<file path="src/rtl/rom_rd_pkg.sv">
// Shared types and constants for the ROM stream reader.
package rom_rd_pkg;

  localparam int ADDR_W_DEF = 3;
  localparam int DATA_W_DEF = 4;
  // Words that can be owned at once: buffered entries plus the read in flight.
  localparam int FIFO_DEPTH = 2;

  typedef enum logic [1:0] {
    ST_IDLE  = 2'd0,
    ST_RUN   = 2'd1,
    ST_DRAIN = 2'd2
  } state_e;

endpackage

</file>
<file path="src/rtl/rom_rd_skid_fifo.sv">
// Two-entry FIFO holding {last, data} words returned by the ROM.
module rom_rd_skid_fifo
  import rom_rd_pkg::*;
#(
  parameter int W = 5
) (
  input  logic         clk,
  input  logic         rst_n,
  input  logic         push_i,
  input  logic [W-1:0] push_data_i,
  input  logic         pop_i,
  output logic [W-1:0] head_o,
  output logic [1:0]   occ_o
);

  logic [W-1:0] mem_q [FIFO_DEPTH];
  logic         rd_ptr_q, wr_ptr_q;
  logic [1:0]   occ_q;

  // Storage, pointers and occupancy; the reader never pushes into a full FIFO.
  always_ff @(posedge clk) begin
    if (!rst_n) begin
      for (int i = 0; i < FIFO_DEPTH; i++) mem_q[i] <= '0;
      rd_ptr_q <= 1'b0;
      wr_ptr_q <= 1'b0;
      occ_q    <= 2'd0;
    end else begin
      if (push_i) begin
        mem_q[wr_ptr_q] <= push_data_i;
        wr_ptr_q        <= ~wr_ptr_q;
      end
      if (pop_i) rd_ptr_q <= ~rd_ptr_q;
      occ_q <= occ_q + {1'b0, push_i} - {1'b0, pop_i};
    end
  end

  assign head_o = mem_q[rd_ptr_q];
  assign occ_o  = occ_q;

endmodule

</file>
<file path="src/rtl/rom_stream_reader.sv">
// Burst reader: issues ROM reads, absorbs the one-cycle read latency and
// streams the words out on valid/ready with full backpressure.
module rom_stream_reader
  import rom_rd_pkg::*;
#(
  parameter int ADDR_W = ADDR_W_DEF,
  parameter int DATA_W = DATA_W_DEF
) (
  input  logic              clk,
  input  logic              rst_n,
  input  logic              start,
  input  logic [ADDR_W-1:0] start_addr,
  input  logic [ADDR_W-1:0] length,
  output logic              busy,
  output logic              done,
  output logic              rom_en,
  output logic [ADDR_W-1:0] rom_addr,
  input  logic [DATA_W-1:0] rom_data,
  output logic              m_valid,
  input  logic              m_ready,
  output logic [DATA_W-1:0] m_data,
  output logic              m_last
);

  state_e            state_q, state_d;
  logic [ADDR_W-1:0] addr_q, addr_d;
  logic [ADDR_W:0]   rem_q, rem_d;
  logic              done_q, done_d;
  logic              inflight_q, last_pipe_q;
  logic [1:0]        occ;
  logic              pop;
  logic [2:0]        need, room;

  assign pop = m_valid && m_ready;

  // Issue only if the word we launch now still has a slot when it lands.
  assign need   = {1'b0, occ} + {2'b0, inflight_q} + 3'd1;
  assign room   = 3'(FIFO_DEPTH) + {2'b0, pop};
  assign rom_en = (state_q == ST_RUN) && (need <= room);

  // Next-state, address and word-count update.
  always_comb begin
    state_d = state_q;
    addr_d  = addr_q;
    rem_d   = rem_q;
    done_d  = 1'b0;
    case (state_q)
      ST_IDLE: if (start) begin
        addr_d  = start_addr;
        rem_d   = (length == '0) ? {1'b1, {ADDR_W{1'b0}}} : {1'b0, length};
        state_d = ST_RUN;
      end
      ST_RUN: if (rom_en) begin
        addr_d = addr_q + 1'b1;
        rem_d  = rem_q - 1'b1;
        if (rem_q == (ADDR_W+1)'(1)) state_d = ST_DRAIN;
      end
      ST_DRAIN: if (pop && m_last) begin
        state_d = ST_IDLE;
        done_d  = 1'b1;
      end
      default: state_d = ST_IDLE;
    endcase
  end

  // Control registers; the read pipeline flags follow rom_en by one cycle.
  always_ff @(posedge clk) begin
    if (!rst_n) begin
      state_q     <= ST_IDLE;
      addr_q      <= '0;
      rem_q       <= '0;
      done_q      <= 1'b0;
      inflight_q  <= 1'b0;
      last_pipe_q <= 1'b0;
    end else begin
      state_q     <= state_d;
      addr_q      <= addr_d;
      rem_q       <= rem_d;
      done_q      <= done_d;
      inflight_q  <= rom_en;
      last_pipe_q <= rom_en && (rem_q == (ADDR_W+1)'(1));
    end
  end

  rom_rd_skid_fifo #(.W(DATA_W + 1)) u_fifo (
    .clk         (clk),
    .rst_n       (rst_n),
    .push_i      (inflight_q),
    .push_data_i ({last_pipe_q, rom_data}),
    .pop_i       (pop),
    .head_o      ({m_last, m_data}),
    .occ_o       (occ)
  );

  assign m_valid  = (occ != 2'd0);
  assign busy     = (state_q != ST_IDLE);
  assign done     = done_q;
  assign rom_addr = addr_q;

endmodule
</file>
<file path="config.mk">
export PLATFORM = sky130hd
export DESIGN_NAME = rom_stream_reader
export DESIGN_NICKNAME = d
export VERILOG_FILES = /design/src/rtl/rom_rd_pkg.sv /design/src/rtl/rom_rd_skid_fifo.sv /design/src/rtl/rom_stream_reader.sv
export SDC_FILE = /design/constraint.sdc
export NUM_CORES = 1
export LEC_CHECK = 0
export BUFFER_PORTS_ARGS = -buffer_cell sky130_fd_sc_hd__buf_2
export CORE_MARGIN = 1.5
export CORE_UTILIZATION = 30
export CTS_CLUSTER_SIZE = 25
export DETAILED_ROUTE_END_ITERATION = 7
export PLACE_DENSITY = 0.5
export RECOVER_POWER = 25
export SYNTH_ARGS = -nofsm -noshare
export SYNTH_HDL_FRONTEND = slang
export SYNTH_SLANG_ARGS = --single-unit
</file>
<file path="constraint.sdc">
create_clock -name clk -period 2.4 [get_ports clk]
set_input_delay 0.48 -clock clk [delete_from_list [all_inputs] [get_ports clk]]
set_output_delay 0.48 -clock clk [all_outputs]
set_load 0.03 [all_outputs]
</file>
* After elaboration in Yosys (flattened, before gate mapping)
Memories as Yosys holds them, arrays and structs flattened. A register that Yosys moved wholly into a read port is not among the register bits.
Cells that the tools add are included.
** Word-level totals
- Memories kept :: 1
- Memory bits (writable) :: 10
- Output and inout bits :: 12
- Bits in registers :: 16
- Input port bits :: 14
- Word-level logic and storage cells :: 62
** Cells by class
- Bitwise operators :: 2
- Reductions and logical operators :: 13
- Equality and inequality tests :: 7
- Magnitude comparators :: 1
- Mux-type cells :: 22
- $add $sub $neg :: 7
** Memory list
- u_fifo.mem_q :: depth 2, bits a word 5, read ports 1, clocked after memory_dff 1, wr ports 2, RTL line rom_rd_skid_fifo.sv:16 : logic [W-1:0] mem_q [FIFO_DEPTH];
** Operators by type and width (number)
- 4-bit 2-to-1 mux :: 3
- 1-bit 2-to-1 mux :: 9
- 2-bit 2-to-1 mux :: 4
- 4-bit one-hot mux with 2 select lines :: 1
- 3-bit by 1-bit adder with 3-bit output (second input constant) :: 2
- 3-bit 2-to-1 mux :: 2
- 2-bit inequality test (second input constant) :: 3
- 2-bit one-hot mux with 3 select lines :: 1
- 3-bit one-hot mux with 2 select lines :: 1
- 2-bit nonzero test :: 3
- 5-bit 2-to-1 mux :: 1
- 5-bit OR reduction :: 1
- 4-bit by 1-bit == test with 1-bit output (second input constant) :: 1
- 1-bit logical AND :: 4
- 4-bit AND reduction :: 1
- 4-bit by 1-bit subtractor with 4-bit output (second input constant) :: 1
- 2-bit by 1-bit adder with 3-bit output :: 1
- 2-bit by 1-bit adder with 3-bit output (first input constant) :: 1
- 3-bit less-or-equal comparator :: 1
- 3-bit zero test :: 1
- 3-bit AND reduction :: 1
- 2-bit by 1-bit adder with 2-bit output :: 1
- 2-bit by 1-bit == test with 1-bit output (second input constant) :: 1
- 2-bit == test (second input constant) :: 1
- 5 further kinds :: 6

* Depth between registers and ports, before layout
Gate-level depths: netlist (run 1).
- Word-level depth :: 7
- Depth in mapped cells :: 9
- Gate-level depth less buffers :: 8

* Hierarchy
A second synthesis (run 1) with hierarchy kept.
** Second synthesis, totals
- Cell total of the unflattened synthesis :: 132
- Area, all modules :: 1352.5 um^2
** By module, submodules not included
- rom_stream_reader :: times used 1, cells an instance 80, area an instance 711.9 um^2, seq. area each 240.2 um^2
- rom_rd_skid_fifo :: times used 1, cells an instance 52, area an instance 640.6 um^2, seq. area each 400.4 um^2

* Least setup slack after synthesis (run 1)
Ideal clock, no wire load.
- Path type :: register -> output
- Start point :: reg inflight_q
- End point :: out rom_en
- Cell stages (with the launch flop) :: 6
- Data arrival time :: 1760 ps
- Buffers on the path :: 0
- Slack :: 160 ps
- Data required time :: 1920 ps
- Path through :: dfxtp_1 -> inv_1 -> ha_1 -> ha_1 -> nor3b_2 -> nor3_1
** Between the ends
- Longest elaborated chain between the ends :: 4
** Ends and longest elaborated chain
- start, declared :: RTL line rom_stream_reader.sv:29 : logic inflight_q, last_pipe_q;
- start signal, assigned :: RTL line rom_stream_reader.sv:80 : inflight_q <= rom_en;
- 2-bit by 1-bit adder with 3-bit output :: RTL line rom_stream_reader.sv:37 : assign need = {1'b0, occ} + {2'b0, inflight_q} + 3'd1;
- 3-bit by 1-bit adder with 3-bit output :: RTL line rom_stream_reader.sv:37
- 3-bit less-or-equal comparator :: RTL line rom_stream_reader.sv:39 : assign rom_en = (state_q == ST_RUN) && (need <= room);
- 1-bit logical AND :: RTL line rom_stream_reader.sv:39
- end, declared :: RTL line rom_stream_reader.sv:16 : output logic rom_en,
No other way between the ends.

* Worst setup path after layout (run 1)
Same ends and word-level chain as after synthesis.

==> impl_metrics.ini, run 1 <==
[status]
status = completed

[worst_setup_path]
endpoint_kind = primary output
r2r-start = inflight_q
crit_path_cell_trace = inv_1, ha_1, ha_1, nor3b_4, nor3_1, buf_4
critPathKind = flop to primary output
max_stage_delay_ns = 0.37
critPathLaunchType = flop
r2r_cells = 9
critical_path.max_fanout = 4
cp.arrival_ns = 1.76
crit_slowest_cell = dfxtp_2
worst-endpoint-required_ns = 1.92
r2r-end = rem_q[3]
r2r_slack_ns = 0.28
cpMostUsedCell = ha_1

[job]
maxCapViolations = 0

[cts]
cts_root_buffer = clkbuf_8
cts_buffers = 3
clk_latency_ns = 0.27
cts_tree = built
htree_levels = 1
clock-sinks = 27
clkTransAtPathRegs_ns = 0.10
cts.path.max_buffers = 2

[timing]
final.setup.worst_slack_ns = 0.1572
post-route-period-util = 0.9345
clock_skew_ns = 0.008245
min_period_ns = 2.243
slew_headroom = 0.4586
grt_setup_unrepaired = false
hold_violations = 0
slew_viol_final = 0
setup_tns_ns = 0
worst_pin_slew_ns = 0.8037
setup_viol = 0
max_clock_freq_ghz = 0.4459

[finish]
post-route-util = 0.3673
num-fill-cells = 477
layout-drive-gt1-share = 0.2739
synthToLayoutAreaGrowth_pct = 17.43
mostFrequentLayoutCells = buf_2, dfxtp_1, edfxtp_1
antenna_cells = 0
final_common_cell = buf_2
nets = 180

[yosys]
netlist_area_um2 = 1371
avgSynthCellArea_um2 = 10.55
synth_edf_count = 10
synth_nets = 152
synth_seq_cells = 27
syn_inst = 130
yosysSeqAreaShare = 0.4672
synth_ff_type = dfxtp_1
synth_warnings = 0
synthArstFlopShare = 0
ys_types = 38

[global_route]
grt_pass1_vias = 987
grt-ovfl-total = 0
grtUsageTotal = 0.1137
grt_max_degree = 16
grt_first_pass_wirelength_mm = 4.471
grt_antenna_before_repair = 0

[place]
dpl.hpwl_mm = 1.966
gp_congestion = 0.7942
port_buffers = 25
dpl_worst_slack_ns = 0.1727

[worst_hold_path]
worstHoldStart = rem_q[3]
min_path_type = flop to flop
min_path_cells = 2
worst_hold_path.endpoint = rem_q[3]

[route]
drt-initial-drc-count = 21
vias = 1009
wl_per_cell_um = 13.13
ant_nets = 0
drc = 0
drt-pass1-iter-count = 2
viasPerCell = 4.828
routed_wl_mm = 2.745

[floorplan]
core_um2 = 4384
initial_core_util = 0.3128
row_count = 24
die_area_um2 = 4986
io_pins = 26
die_h_um = 70.61
dieWidth_um = 70.61

[power]
leakagePower_nw = 0.6688
ir_drop_mv = 0.3893
p_per_area_nw_per_um2 = 1039
## stage by stage
stage               hold WS, ns  total power, mW  cell area, µm²  instances
global route             0.4950            1.799            1610        209
global placement         0.4570            1.324            1533        203
floorplan                0.4442            1.198            1371        130
finish                   0.4821            1.673            1610        209
detailed placement       0.4702            1.339            1533        203
CTS                      0.4783            1.662            1593        208
## registers in the layout (all words and copies together) (netlist names), named ones only
signal           flops
rom_addr             3
inflight_q           1
done                 1
u_fifo.rd_ptr_q      1
u_fifo.occ_o         2
u_fifo.mem_q        10
state_q              2
last_pipe_q          1
rem_q                4
u_fifo.wr_ptr_q      1
## worst max path at each step
| stage | startpoint | slack, ns | cells after the start | end |
|---|---|---|---|---|
| 2_1_floorplan | inflight_q | 0.16 | 5 | rom_en |
| 3_3_place_gp | m_ready | 0.19 | 6 | rom_en |
| 3_5_place_dp | m_ready | 0.17 | 6 | rom_en |
| 4_1_cts | inflight_q | 0.04 | 8 | rom_addr[0] |
| 5_1_grt | inflight_q | 0.03 | 6 | rom_en |
| 6_report | inflight_q | 0.16 | 6 | rom_en |
## worst max-delay path, delay by kind of cell (launching register included)
| family | cells | cell delay, ns |
|---|---|---|
| buffers and inverters | 2 | 0.24 |
| adder cells (fa/ha/maj) | 2 | 0.61 |
| AND/OR/NAND/NOR | 2 | 0.29 |
| flip-flops | 1 | 0.37 |
## routing by layer
layer	vias to the layer above	GRT usage	part of all wire
li1	509	-	-
met1	477	0.1340	0.46
met2	19	0.2096	0.50
met3	4	0.02279	0.036
met4	0	0.03145	0.0098
met5	-	0	0
## Yosys cell counts, drive strengths merged (3+ instances only)
library cell / instances / area [µm²]
o21ai: 5 / 25.02
nor3: 5 / 25.02
xnor2: 3 / 26.28
nor2: 8 / 30.03
a21oi: 6 / 37.54
edfxtp: 10 / 300.3
a211oi: 3 / 22.52
nor4: 3 / 18.77
dfxtp: 17 / 340.3
buf: 3 / 27.52
nand2b: 7 / 51.30
nand2: 6 / 22.52
ha: 8 / 100.1
mux2: 5 / 56.30
and2: 11 / 68.82
inv: 7 / 26.28
## where the power goes
part           leakage, nW  internal [mW]  switching [mW]  total (mW)
logic                0.399          0.343           0.416       0.759
clock network       0.0255          0.116           0.145       0.262
registers            0.244          0.566          0.0858       0.652
## logic make-up after synthesis
group,Yosys count,share of synthesized area
AND/OR/NAND/NOR,51,0.2135
buffers and inverters,12,0.04561
multiplexers,7,0.05565
adder cells (fa/ha/maj),8,0.07300
flip-flops,27,0.4672
AO/OA/AOI/OAI,21,0.1195
XOR/XNOR,4,0.02555
## final cells by class
class                   instances  area, µm²  share of cell area
clock buffers                   3      41.29             0.02564
clock inverters                 1      5.005            0.003108
inverters                       7      26.28             0.01632
multi-input cells              91      674.4              0.4188
flip-flops and latches         27      641.9              0.3986
well taps                      52      65.06             0.04040
repair buffers                 28      156.4             0.09713
## repair_timing
item                                    in CTS  in global routing
endpoints found under the setup margin       1                  8
pin swaps                                    1                  1
hold buffers                                 0                  0
gates resized for setup                      1                  2
setup buffers                                1                  1
Note: power is estimated with default switching activity, not from simulation.
==> run 2: changes to the inputs <==
--- a/config.mk
+++ b/config.mk
@@ -6,7 +6,6 @@
 export NUM_CORES = 1
 export LEC_CHECK = 0
 export BUFFER_PORTS_ARGS = -buffer_cell sky130_fd_sc_hd__buf_2
-export CORE_MARGIN = 1.5
 export CORE_UTILIZATION = 30
 export CTS_CLUSTER_SIZE = 25
 export DETAILED_ROUTE_END_ITERATION = 7
==> run 2 against run 1 <==
Hold slack gained 0.0036 ns. Count of clock-buffer cells in the layout is the same. Flip-flop and latch count is the same. First-iteration DRC count grew 71%. Utilization is essentially flat. Critical endpoint unchanged. Largest cell class unchanged. Highest routed layer unchanged.
==> impl_metrics.ini, run 2 (synthesis results as in run 1) <==
[route]
routed_wl_mm = 2.768
ant_nets = 0
drt-initial-drc-count = 36
wl_per_cell_um = 13.24
vias = 1004
drc = 0
viasPerCell = 4.804
drt-pass1-iter-count = 4

[cts]
htree_levels = 1
ctsHoldBuffers = 0
cts_tree = built
cts_root_buffer = clkbuf_8
clk_latency_ns = 0.27
clock-sinks = 27
clkTransAtPathRegs_ns = 0.09
cts_buffers = 3
cts.path.max_buffers = 2

[power]
ir_drop_mv = 0.4667
p_sw_mw = 0.6532
comb_power_share = 0.459
intPower_mw = 1.030
clkPwrFrac = 0.153
leakagePower_nw = 0.6671
p_per_area_nw_per_um2 = 1046
power_frac_seq = 0.388
swShare = 0.3880

[timing]
hold_violations = 0
final.setup.worst_slack_ns = 0.1396
setup_viol = 0
slew_viol_final = 0
clock_skew_ns = 0.003511
worst_pin_slew_ns = 0.7935
grt_setup_unrepaired = false
timing.hold.ws_ns = 0.4857
post-route-period-util = 0.9418
min_period_ns = 2.260
slew_headroom = 0.4654
max_clock_freq_ghz = 0.4424

[job]
maxCapViolations = 0

[place]
dpl_worst_slack_ns = 0.1567
dp_cells = 203
dpl.hpwl_mm = 2.019
port_buffers = 25
gp_congestion = 0.7797

[floorplan]
die_area_um2 = 4846
initial_core_util = 0.3128
die_h_um = 69.61
io_pins = 26
row_count = 24
core_um2 = 4384
dieWidth_um = 69.61

[global_route]
grt-ovfl-total = 0
grt_pass1_vias = 1038
grt_max_degree = 16
grt_first_pass_wirelength_mm = 4.678
grtUsageTotal = 0.1226
grt_antenna_before_repair = 0

[finish]
layout-drive-gt1-share = 0.2675
nets = 180
antenna_cells = 0
final_common_cell = buf_2
fin_cells = 209
synthToLayoutAreaGrowth_pct = 17.34
mostFrequentLayoutCells = buf_2, dfxtp_1, edfxtp_1
largest_reg_flops = 10
regMostFlops = u_fifo.mem_q

[worst_hold_path]
worstHoldStart = rem_q[1]
min_path_cells = 2
min_path_type = flop to flop

[worst_setup_path]
r2r-start = inflight_q
r2r_cells = 9
endpoint_kind = primary output
critPathKind = flop to primary output
critical_path.max_fanout = 4
crit_start = inflight_q
critPathLaunchType = flop
cp.arrival_ns = 1.78
worst-endpoint-required_ns = 1.92

[status]
status = completed
## run 2: routing by layer
layer	global-route usage	wire length (µm)	vias up	part of all wire
li1	-	-	510	-
met3	0.02471	99	2	0.036
met1	0.1455	1230	476	0.44
met2	0.2168	1412	16	0.51
met4	0.04667	26	0	0.0094
met5	0	0	-	0
## run 2: what timing repair did
action,CTS,global route
endpoints found under the hold margin,0,0
pin swaps,1,1
endpoints found under the setup margin,1,8
gates resized for setup,1,2
setup buffers,1,1
## run 2: worst paths after layout
check	to	slack (ns)
max	rom_en	0.14
min	rem_q[1]	0.49
max reg2reg	rom_addr[2]	0.22
min reg2reg	rem_q[1]	0.49
## run 2: power by group through the flow
stage	Clock [mW]	Sequential, mW	Combinational, mW
2_1_floorplan	0	0.657	0.541
5_1_grt	0.289	0.667	0.847
3_5_place_dp	0	0.662	0.691
4_1_cts	0.267	0.652	0.753
6_report	0.257	0.653	0.773
3_3_place_gp	0	0.657	0.677
## run 2: critical path, cell delays in order, from the launching register on
cell and delay, ns:
dfxtp_2 0.37, inv_1 0.07, ha_1 0.30, ha_1 0.31, nor3b_4 0.21, nor3_1 0.08, buf_4 0.17
## run 2: per-stage QoR
stage / total power [mW] / instance area, µm² / util / setup TNS, ns
CTS: 1.673 / 1593 / 0.3633 / -0.01959
detailed placement: 1.353 / 1533 / 0.3496 / 0
global route: 1.803 / 1609 / 0.3670 / 0
floorplan: 1.198 / 1371 / - / 0
finish: 1.683 / 1609 / 0.3670 / 0
global placement: 1.334 / 1533 / 0.3496 / 0
## run 2: layout make-up
class / count / area, µm²
Clock inverter: 1 / 5.005
Sequential cell: 27 / 641.9
Clock buffer: 3 / 41.29
Timing Repair Buffer: 28 / 155.1
Fill cell: 448 / 2775
Tap cell: 52 / 65.06
Inverter: 7 / 26.28
Multi-Input combinational cell: 91 / 674.4
==> run 3: changes to the inputs <==
==> constraint.sdc (replaced) <==
create_clock -name clk -period 2.4 [get_ports clk]
set_input_delay 0.48 -clock clk [delete_from_list [all_inputs] [get_ports clk]]
set_output_delay 0.48 -clock clk [all_outputs]
set_load 0.1 [all_outputs]
==> run 3 against run 2 <==
Global-route usage shrank 0.39 points. Via count is essentially flat. Die area is the same. Wire length grew 0.54%. Maximum frequency shrank 0.36%. Combinational power grew 45%. First-iteration DRC count shrank 19%. Count of clock-buffer cells in the layout grew 1. Non-clock buffer count grew 3. Critical path depth is the same. Critical endpoint unchanged. Utilization grew 0.49 points. Flip-flop and latch count is the same.
==> impl_metrics.ini, run 3 (synthesis results as in run 1) <==
[finish]
num-fill-cells = 444
final_common_cell = buf_2
nets = 183
regMostFlops = u_fifo.mem_q
post-route-util = 0.3719
antenna_cells = 0
largest_reg_flops = 10
synthToLayoutAreaGrowth_pct = 18.89
mostFrequentLayoutCells = buf_2, dfxtp_1, edfxtp_1
postLayoutCellArea_um2 = 1630
layout-drive-gt1-share = 0.2875
fin_cells = 212

[cts]
clock-sinks = 27
clkTransAtPathRegs_ns = 0.10
post-cts-setup-buffers = 0
cts_tree = built
cts_buffers = 3
cts_root_buffer = clkbuf_8
htree_levels = 1
clk_latency_ns = 0.27
cts.path.max_buffers = 2

[worst_setup_path]
critical_path.max_fanout = 3
crit_slowest_cell = dfxtp_1
crit_family = adder cells
critPathLaunchType = flop
worst-endpoint-required_ns = 1.92
crit_buf_inv = 2
max_stage_delay_ns = 0.36
cpMostUsedCell = ha_1
critPathKind = flop to primary output
cp.arrival_ns = 1.79
crit_path_cell_trace = inv_1, ha_1, ha_1, nor3b_4, nor3_4, buf_6
endpoint_kind = primary output

[timing]
post-route-period-util = 0.9452
final.setup.worst_slack_ns = 0.1315
clock_skew_ns = 0.006902
max_clock_freq_ghz = 0.4408
slew_headroom = 0.6112
grt_setup_unrepaired = false
setup_tns_ns = 0
hold_violations = 0
min_period_ns = 2.269
timing.hold.ws_ns = 0.4876
setup_viol = 0
worst_pin_slew_ns = 0.5819
slew_viol_final = 0

[floorplan]
dieWidth_um = 69.61
die_h_um = 69.61
initial_core_util = 0.3128
core_um2 = 4384
io_pins = 26
row_count = 24
die_area_um2 = 4846

[power]
comb_power_share = 0.556
clkPwrFrac = 0.129
intPower_mw = 1.039
swShare = 0.4860
power_frac_seq = 0.315
p_sw_mw = 0.9825
leakagePower_nw = 0.6818
total_power_mw = 2.021
p_per_area_nw_per_um2 = 1240
ir_drop_mv = 0.6009

[global_route]
grt_max_degree = 16
grt_first_pass_wirelength_mm = 4.560
grt_pass1_vias = 973
grt_antenna_before_repair = 0
grt-ovfl-total = 0
grtUsageTotal = 0.1187

[place]
dpl_worst_slack_ns = 0.1962
postPlaceCellArea_um2 = 1582
gp_congestion = 0.7210
dp_cells = 208
port_buffers = 25
dpl.hpwl_mm = 2.042

[route]
drc = 0
wl_per_cell_um = 13.13
drt-pass1-iter-count = 4
viasPerCell = 4.731
drt-initial-drc-count = 29
vias = 1003
routed_wl_mm = 2.783
ant_nets = 0

[job]
maxCapViolations = 0

[worst_hold_path]
min_path_type = flop to flop

[status]
status = completed
## run 3: cell types whose count changed in the layout (fill, tap and decap cells not counted), moves of 2 or more
cell	before	now
buf_2	21	23
and2_1	7	9
buf_4	2	4
and2_0	4	2
## run 3: what timing repair did
action                     in CTS  in global routing
hold buffers                    0                  0
pin swaps                       0                  1
setup endpoints to repair       1                  1
gates resized for setup         1                  2
gates cloned                    0                  0
## run 3: final cells by class
class | count | area [µm²] | area share
clock buffers | 4 | 45.04 | 0.02763
inverters | 7 | 26.28 | 0.01612
multi-input cells | 91 | 685.7 | 0.4206
flip-flops and latches | 27 | 640.6 | 0.3929
well taps | 52 | 65.06 | 0.03991
repair buffers | 31 | 167.7 | 0.1028
## run 3: worst paths after layout
kind | start | endpoint | slack [ns] | cells after the start
max reg2reg | u_fifo.occ_o[0] | rem_q[3] | 0.23 | 9
min reg2reg | rem_q[3] | rem_q[3] | 0.49 | 2
max | u_fifo.occ_o[0] | rom_en | 0.13 | 6
min | rem_q[3] | rem_q[3] | 0.49 | 2
## run 3: layer usage
metal,track usage,vias to the layer above,part of all wire
li1,-,514,-
met3,0.02326,2,0.033
met5,0,-,0
met2,0.2114,17,0.50
met1,0.1422,470,0.46
met4,0.04000,0,0.0061
## run 3: worst register-to-register path, stage by stage (launching register included)
cell and delay, ns:
dfxtp_1 0.36, inv_1 0.08, ha_1 0.28, ha_1 0.32
nor3b_4 0.06, buf_4 0.16, a221oi_4 0.31, buf_4 0.20
a21boi_0 0.18, o22ai_1 0.10
## run 3: power groups by stage
| stage | combinational (mW) | sequential [mW] | clock (mW) |
|---|---|---|---|
| 4_1_cts | 1.10 | 0.639 | 0.272 |
| 5_1_grt | 1.20 | 0.648 | 0.295 |
| 6_report | 1.12 | 0.637 | 0.261 |
| 3_3_place_gp | 1.07 | 0.644 | 0 |
| 3_5_place_dp | 1.09 | 0.649 | 0 |
| 2_1_floorplan | 0.807 | 0.733 | 0 |
